[config.mk]
export PLATFORM = sky130hd
export DESIGN_NAME = mem_burst_accel
export DESIGN_NICKNAME = d
export VERILOG_FILES = /design/src/rtl/mem_burst_accel.sv
export SDC_FILE = /design/constraint.sdc
export NUM_CORES = 1
export LEC_CHECK = 0
export BUFFER_PORTS_ARGS = -buffer_cell sky130_fd_sc_hd__buf_4
export CAP_MARGIN = 40
export CORE_UTILIZATION = 45
export CTS_BUF_LIST = sky130_fd_sc_hd__clkbuf_8
export CTS_CLUSTER_SIZE = 14
export DETAILED_ROUTE_END_ITERATION = 16
export GPL_TIMING_DRIVEN = 0
export PLACE_DENSITY = 0.83
export SYNTH_ARGS = -nofsm -noshare
export SYNTH_HDL_FRONTEND = slang
export SYNTH_SLANG_ARGS = --single-unit
[constraint.sdc]
create_clock -name clk -period 7.27 [get_ports clk]
set_input_delay 0.727 -clock clk [delete_from_list [all_inputs] [get_ports clk]]
set_output_delay 0.727 -clock clk [all_outputs]
set_load 0.03 [all_outputs]
[src/rtl/mem_burst_accel.sv]
`default_nettype none
// =============================================================================
// mem_burst_accel : RoCC burst accelerator (STORE/LOAD/FILL/LOAD_SUM/SET_LEN)
// Revision        : 1.0 - initial release
// =============================================================================
module mem_burst_accel #(
  parameter int         ADDR_W       = 40,
  parameter int         LEN_W        = 8,
  parameter int         MAX_INFLIGHT = 4,
  parameter logic [2:0] MEM_TYP      = 3'b011
) (
  input  logic              clk,
  input  logic              rst,
  input  logic [159:0]      cmd,
  input  logic              cmd_vld,
  output logic              cmd_rdy,
  output logic [73:0]       resp,
  output logic              resp_vld,
  input  logic              resp_rdy,
  input  logic              mem_req_rdy,
  output logic              mem_req_vld,
  output logic [ADDR_W-1:0] mem_req_addr,
  output logic [4:0]        mem_req_cmd,
  output logic [2:0]        mem_req_typ,
  output logic [63:0]       mem_req_data,
  input  logic              mem_resp_vld,
  input  logic [63:0]       mem_resp_data
);

  typedef enum logic [1:0] {
    IDLE  = 2'd0,
    ISSUE = 2'd1,
    DRAIN = 2'd2,
    RESP  = 2'd3
  } state_t;

  localparam logic [6:0]       F_STORE    = 7'd0;
  localparam logic [6:0]       F_LOAD     = 7'd1;
  localparam logic [6:0]       F_FILL     = 7'd2;
  localparam logic [6:0]       F_LOAD_SUM = 7'd3;
  localparam logic [6:0]       F_SET_LEN  = 7'd4;
  localparam logic [LEN_W-1:0] MAX_OUT    = LEN_W'(MAX_INFLIGHT);

  state_t            state_q, state_d;
  logic [LEN_W-1:0]  len_q, len_d;
  logic [LEN_W-1:0]  total_q, total_d;
  logic [LEN_W-1:0]  issued_q, issued_d;
  logic [LEN_W-1:0]  received_q, received_d;
  logic [ADDR_W-1:0] addr_q, addr_d;
  logic [63:0]       data_q, data_d;
  logic [63:0]       resp_data_q, resp_data_d;
  logic [4:0]        rd_q, rd_d;
  logic              xd_q, xd_d;
  logic              store_q, store_d;

  logic [6:0]        cmd_funct;
  logic [63:0]       cmd_rs1;
  logic [63:0]       cmd_rs2;
  logic [LEN_W-1:0]  outstanding;
  logic              fire;
  logic              is_mem;
  logic              unused_cmd_bits;

  assign cmd_funct = cmd[6:0];
  assign cmd_rs1   = cmd[95:32];
  assign cmd_rs2   = cmd[159:96];
  assign unused_cmd_bits = ^{cmd[16:7], cmd[19:18], cmd[31:25], cmd[159:96+ADDR_W]};

  assign outstanding  = issued_q - received_q;
  assign cmd_rdy      = (state_q == IDLE);
  assign resp_vld     = (state_q == RESP);
  assign mem_req_vld  = (state_q == ISSUE) && (outstanding < MAX_OUT);
  assign fire         = mem_req_vld && mem_req_rdy;
  assign mem_req_addr = addr_q;
  assign mem_req_data = data_q;
  assign mem_req_cmd  = {4'b0000, store_q};
  assign mem_req_typ  = MEM_TYP;
  assign resp         = {resp_data_q, rd_q, mem_req_vld, 3'b000, (state_q != IDLE)};

  always_comb begin
    state_d     = state_q;
    len_d       = len_q;
    total_d     = total_q;
    issued_d    = issued_q;
    received_d  = received_q;
    addr_d      = addr_q;
    data_d      = data_q;
    resp_data_d = resp_data_q;
    rd_d        = rd_q;
    xd_d        = xd_q;
    store_d     = store_q;
    is_mem      = 1'b0;

    case (state_q)
      IDLE: begin
        if (cmd_vld) begin
          rd_d       = cmd[24:20];
          xd_d       = cmd[17];
          issued_d   = '0;
          received_d = '0;
          addr_d     = cmd_rs2[ADDR_W-1:0];
          data_d     = cmd_rs1;
          store_d    = 1'b0;
          total_d    = LEN_W'(1);
          case (cmd_funct)
            F_STORE: begin
              store_d     = 1'b1;
              resp_data_d = cmd_rs1;
              is_mem      = 1'b1;
            end
            F_LOAD: begin
              resp_data_d = '0;
              is_mem      = 1'b1;
            end
            F_FILL: begin
              store_d     = 1'b1;
              total_d     = len_q;
              resp_data_d = 64'(len_q);
              is_mem      = (len_q != '0);
            end
            F_LOAD_SUM: begin
              total_d     = len_q;
              resp_data_d = '0;
              is_mem      = (len_q != '0);
            end
            F_SET_LEN: begin
              len_d       = cmd_rs1[LEN_W-1:0];
              resp_data_d = 64'(len_q);
            end
            default: resp_data_d = '1;
          endcase
          if (is_mem) begin
            state_d = ISSUE;
          end else if (cmd[17]) begin
            state_d = RESP;
          end
        end
      end
      ISSUE, DRAIN: begin
        if (fire) begin
          issued_d = issued_q + LEN_W'(1);
          addr_d   = addr_q + ADDR_W'(8);
        end
        // Loads accumulate into the response register; a single LOAD is a one-word sum.
        if (mem_resp_vld) begin
          received_d = received_q + LEN_W'(1);
          if (!store_q) begin
            resp_data_d = resp_data_q + mem_resp_data;
          end
        end
        if (state_q == ISSUE) begin
          if (issued_d == total_q) begin
            state_d = DRAIN;
          end
        end else if (received_d == total_q) begin
          state_d = xd_q ? RESP : IDLE;
        end
      end
      RESP: begin
        if (resp_rdy) begin
          state_d = IDLE;
        end
      end
      default: state_d = IDLE;
    endcase
  end

  always_ff @(posedge clk or posedge rst) begin
    if (rst) begin
      state_q     <= IDLE;
      len_q       <= LEN_W'(1);
      total_q     <= '0;
      issued_q    <= '0;
      received_q  <= '0;
      addr_q      <= '0;
      data_q      <= '0;
      resp_data_q <= '0;
      rd_q        <= '0;
      xd_q        <= 1'b0;
      store_q     <= 1'b0;
    end else begin
      state_q     <= state_d;
      len_q       <= len_d;
      total_q     <= total_d;
      issued_q    <= issued_d;
      received_q  <= received_d;
      addr_q      <= addr_d;
      data_q      <= data_d;
      resp_data_q <= resp_data_d;
      rd_q        <= rd_d;
      xd_q        <= xd_d;
      store_q     <= store_d;
    end
  end

endmodule
`default_nettype wire

==> summary.md <==
| Metric | Value |
|---|---|
| Status | `finished clean` |
| Clk_skew | `19.80 ps` |
| Pwr Density | `around 540 nW/um^2` |
| RSZ-0062 raised after global routing | `false` |
| H-tree depth | `2` |
| Mapped cell area | `between 10,000 and 15,000 sq um` |
| CP Data Arrival Time | `approximately 4500 ps` |
| Total GRT Usage | `33.19%` |
| Core Area | `a little over 30,000 sq um` |
| Layout fillers | `~2,800` |
| Mapped Cells | `1,754` |
| Hold slack final | `281.4 ps` |
| R2R depth | `13` |
| Root Driver | `clkbuf_8` |
| Max-cap violations | `0` |
| Antenna cell count | `0` |
| Worst-skew pair later-pin latency | `550 ps` |
| Top-count cell post-synth | `nand2_1` |
| Yosys top cell area share | `36.99%` |
| # setup viols final | `0` |
| RePlAce Congestion | `0.9649` |
| Worst vdd ir | `0.2934 mV` |
| WL per Instance | `20.81 um` |
| Sequential fraction of the synthesis area | `37.18%` |
| Flops & latches, synth | `209` |
| Register area | `5231 sq um` |
| Die Y | `178.8 um` |
| Starting density of the core | `45.88%` |
| Routed vias | `15,430` |
| Synth cell types | `75` |
| Capturing point of the worst reg2reg path | `resp_data_q[56]$_DFFE_PP0P_` |
| GR Overflow Total | `0` |
| CP Cell Sequence | `ha_1 -> inv_1 -> fa_1 -> nor2b_1 -> o2111ai_1 -> a21boi_0 -> a21oi_1 -> nor3b_1 -> nor3b_1 -> o31ai_1 -> a41oi_1 -> xor2_1 -> a21oi_1` |
| CP max-delay cell | `o31ai_1` |
| TritonRoute pass-1 iters | `8` |
| Worst Tran Pin Value | `roughly 920 ps` |
| Final non-filler cell total | `~2,600` |
| Relative slew margins | `38.32%` |
| Area delta synth->final | `29.69%` |
| Internal | `between 4 and 5 mW` |
| Leading area contributor after synthesis | `dfrtp_1` |
| Die Width | `178.8 um` |
| Sw Share | `53.13%` |
| Max stage delay on crit path | `around 550 ps` |
| Final worst slack | `3227 ps` |
| CP endpoint kind | `flop` |
| Total power | `9.774 mW` |
| Largest net degree at the start of global routing | `between 100 and 150` |
| Vias per cell | `5.940` |
| Initial antenna violation count | `0` |
| HP Class | `in -> async` |
| Top Metal Used | `met4` |
| DR iter-0 viols | `1,393` |
| Kind of start point of the critical path | `flop` |
| Layout net count | `2,480` |
| Leak Pwr | `8.879 nW` |
| Final hold violations | `0` |
| Comb power frac | `65.6%` |
| R2r setup slk | `3230 ps` |
| Top Ports | `419` |
| Final count of pins violating max slew | `0` |
| CTS resizes | `0` |
| EDFF count, synth | `0` |
| Placed Instances | `2,529` |
| Syn. warnings | `0` |
| Post-route ant nets | `0` |
| Mean post-synth cell area | `8.022 sq um` |
| Number of global-route vias before repair | `about 15,000` |
| CTS Buffer Depth | `3` |
| Final Critical Period | `4043 ps` |
| Clock sinks | `between 200 and 250` |
| Multi-input combinational cell area | `just over 8000 sq um` |
| Post-Route M1 WL | `21.09 mm` |
| Sequential Power Share | `22.0%` |
| Commonest cells in the netlist | `nand2_1, a21oi_1, dfrtp_1` |
| Row cnt | `64` |
| DR WL met2 | `24.90 mm` |
| CTS tree | `done` |
| Ranking of synthesized cells by area | `dfrtp_1, nand2_1, a21oi_1, ha_1, o21ai_0` |
| HPWL after DPL | `41.56 mm` |
| Period utilization | `55.61%` |
| Required @ worst endpoint | `7740 ps` |
| First-pass GRT wire length | `80.74 mm` |
| Pre-CTS setup slack | `2943 ps` |
| Clock Power Share | `12.4%` |
| Routed WL | `54.05 mm` |
| Hold Buf Count CTS | `0` |
| Postcts setup bufs | `0` |
| Crit Path Max Fanout | `4` |
| Met3 routed WL | `5.392 mm` |
| Async set or reset register ratio after synthesis | `between 90% and 100%` |
| NetSw | `between 5 and 6 mW` |
| DRC | `0` |
| Max Freq | `0.2474 GHz` |
| Worst-path clk slew | `60 ps` |
| Kind of critical path | `reg -> reg` |
| Most used flip-flop cell after synthesis | `dfrtp_1` |
| IO Port Bufs | `363` |
| Worst R2R Start | `resp_data_q[0]$_DFFE_PP0P_` |
| Die footprint | `31,980 sq um` |
| Layout cell share with drive strength beyond 1 | `a little over a fifth` |
| Num CTS Buffers | `39` |
## metrics by stage
| stage | TNS, ps | instance area, sq um | utilization, % |
|---|---|---|---|
| after floorplan | 0 | 14100 | - |
| after global placement | -356020 | 17320 | 56.47 |
| after detailed placement | 0 | 17430 | 56.83 |
| after CTS | 0 | 18250 | 59.50 |
| after global routing | 0 | 18250 | 59.50 |
| final | 0 | 18250 | 59.50 |
## routing by layer
metal | vias to the layer above | global-route usage, %
li1 | 7116 | -
met1 | 7258 | 40.97
met2 | 867 | 54.52
met3 | 192 | 7.718
met4 | 0 | 15.78
met5 | - | 0
## layout make-up
class | count | share of cell area (%)
Clock buffer | 49 | 3.696
Buffer | 111 | 2.578
Clock inverter | 20 | 0.7817
Timing Repair Buffer | 371 | 15.50
Inverter | 39 | 0.8434
Multi-Input combinational cell | 1403 | 45.22
Tap cell | 396 | 2.715
Sequential cell | 209 | 28.67
## sequential cells by signal, indices dropped and copies added (netlist names), 2 cells and up
register,flops
state_q,2
resp_data_q,64
issued_q,8
rd_q,5
len_q,8
total_q,8
received_q,8
mem_req_data,64
mem_req_addr,40
## placed cells by master (no fill, tap or decap), types with 11 or more instances in the layout
| cell type | netlist | layout |
|---|---|---|
| xnor2_1 | 44 | 44 |
| buf_4 | 12 | 377 |
| nand2_1 | 348 | 348 |
| clkbuf_1 | 95 | 95 |
| nor2_1 | 115 | 115 |
| o22ai_1 | 15 | 15 |
| a21oi_1 | 208 | 208 |
| inv_1 | 39 | 49 |
| dfrtp_1 | 208 | 208 |
| mux2i_1 | 11 | 11 |
| a21o_1 | 46 | 46 |
| o31ai_1 | 11 | 11 |
| nor3_1 | 27 | 27 |
| xor2_1 | 35 | 35 |
| ha_1 | 75 | 75 |
| o21ai_0 | 138 | 138 |
| a221oi_1 | 13 | 13 |
| a22oi_1 | 16 | 16 |
| and3_1 | 23 | 23 |
| nand3_1 | 49 | 49 |
| and2_1 | 14 | 14 |
| clkbuf_8 | 0 | 49 |
| nand4_1 | 28 | 28 |
| a31oi_1 | 13 | 13 |
## worst max-delay path, delay by kind of cell (launching register included)
kind | cells | cell delay [ps]
adder cells (fa/ha/maj) | 2 | 620
flip-flops | 1 | 380
XOR/XNOR | 1 | 190
buffers and inverters | 1 | 70
AO/OA/AOI/OAI | 6 | 1770
AND/OR/NAND/NOR | 3 | 940
## power groups by stage
stage	registers, mW	logic [mW]	clock network [mW]
after detailed placement	2.15	6.31	0
after global placement	2.13	6.18	0
after global routing	2.20	6.97	1.28
final	2.15	6.41	1.21
after floorplan	2.91	3.29	0
after CTS	2.14	6.35	1.23
## cell families after synthesis
logic type | after synthesis | synth area share, %
simple gates | 660 | 20.79
compound gates | 558 | 24.36
other cells | 2 | 0.05338
xor+xnor | 79 | 4.918
fa+ha+maj | 76 | 6.812
buf+inv | 150 | 4.384
mux | 20 | 1.503
flops | 209 | 37.18
## how the worst max path moves through the flow
stage | startpoint | to | slack [ps] | cells past startpoint
2_1_floorplan | rst | issued_q[0]$_DFFE_PP0P_ | 840 | 1
3_3_place_gp | rst | resp_data_q[38]$_DFFE_PP0P_ | -1730 | 2
3_5_place_dp | mem_resp_data[0] | resp_data_q[56]$_DFFE_PP0P_ | 2940 | 14
4_1_cts | resp_data_q[0]$_DFFE_PP0P_ | resp_data_q[56]$_DFFE_PP0P_ | 3280 | 13
5_1_grt | resp_data_q[0]$_DFFE_PP0P_ | resp_data_q[56]$_DFFE_PP0P_ | 2960 | 13
6_report | resp_data_q[0]$_DFFE_PP0P_ | resp_data_q[56]$_DFFE_PP0P_ | 3230 | 13
Power figures use the tool's default switching activity.
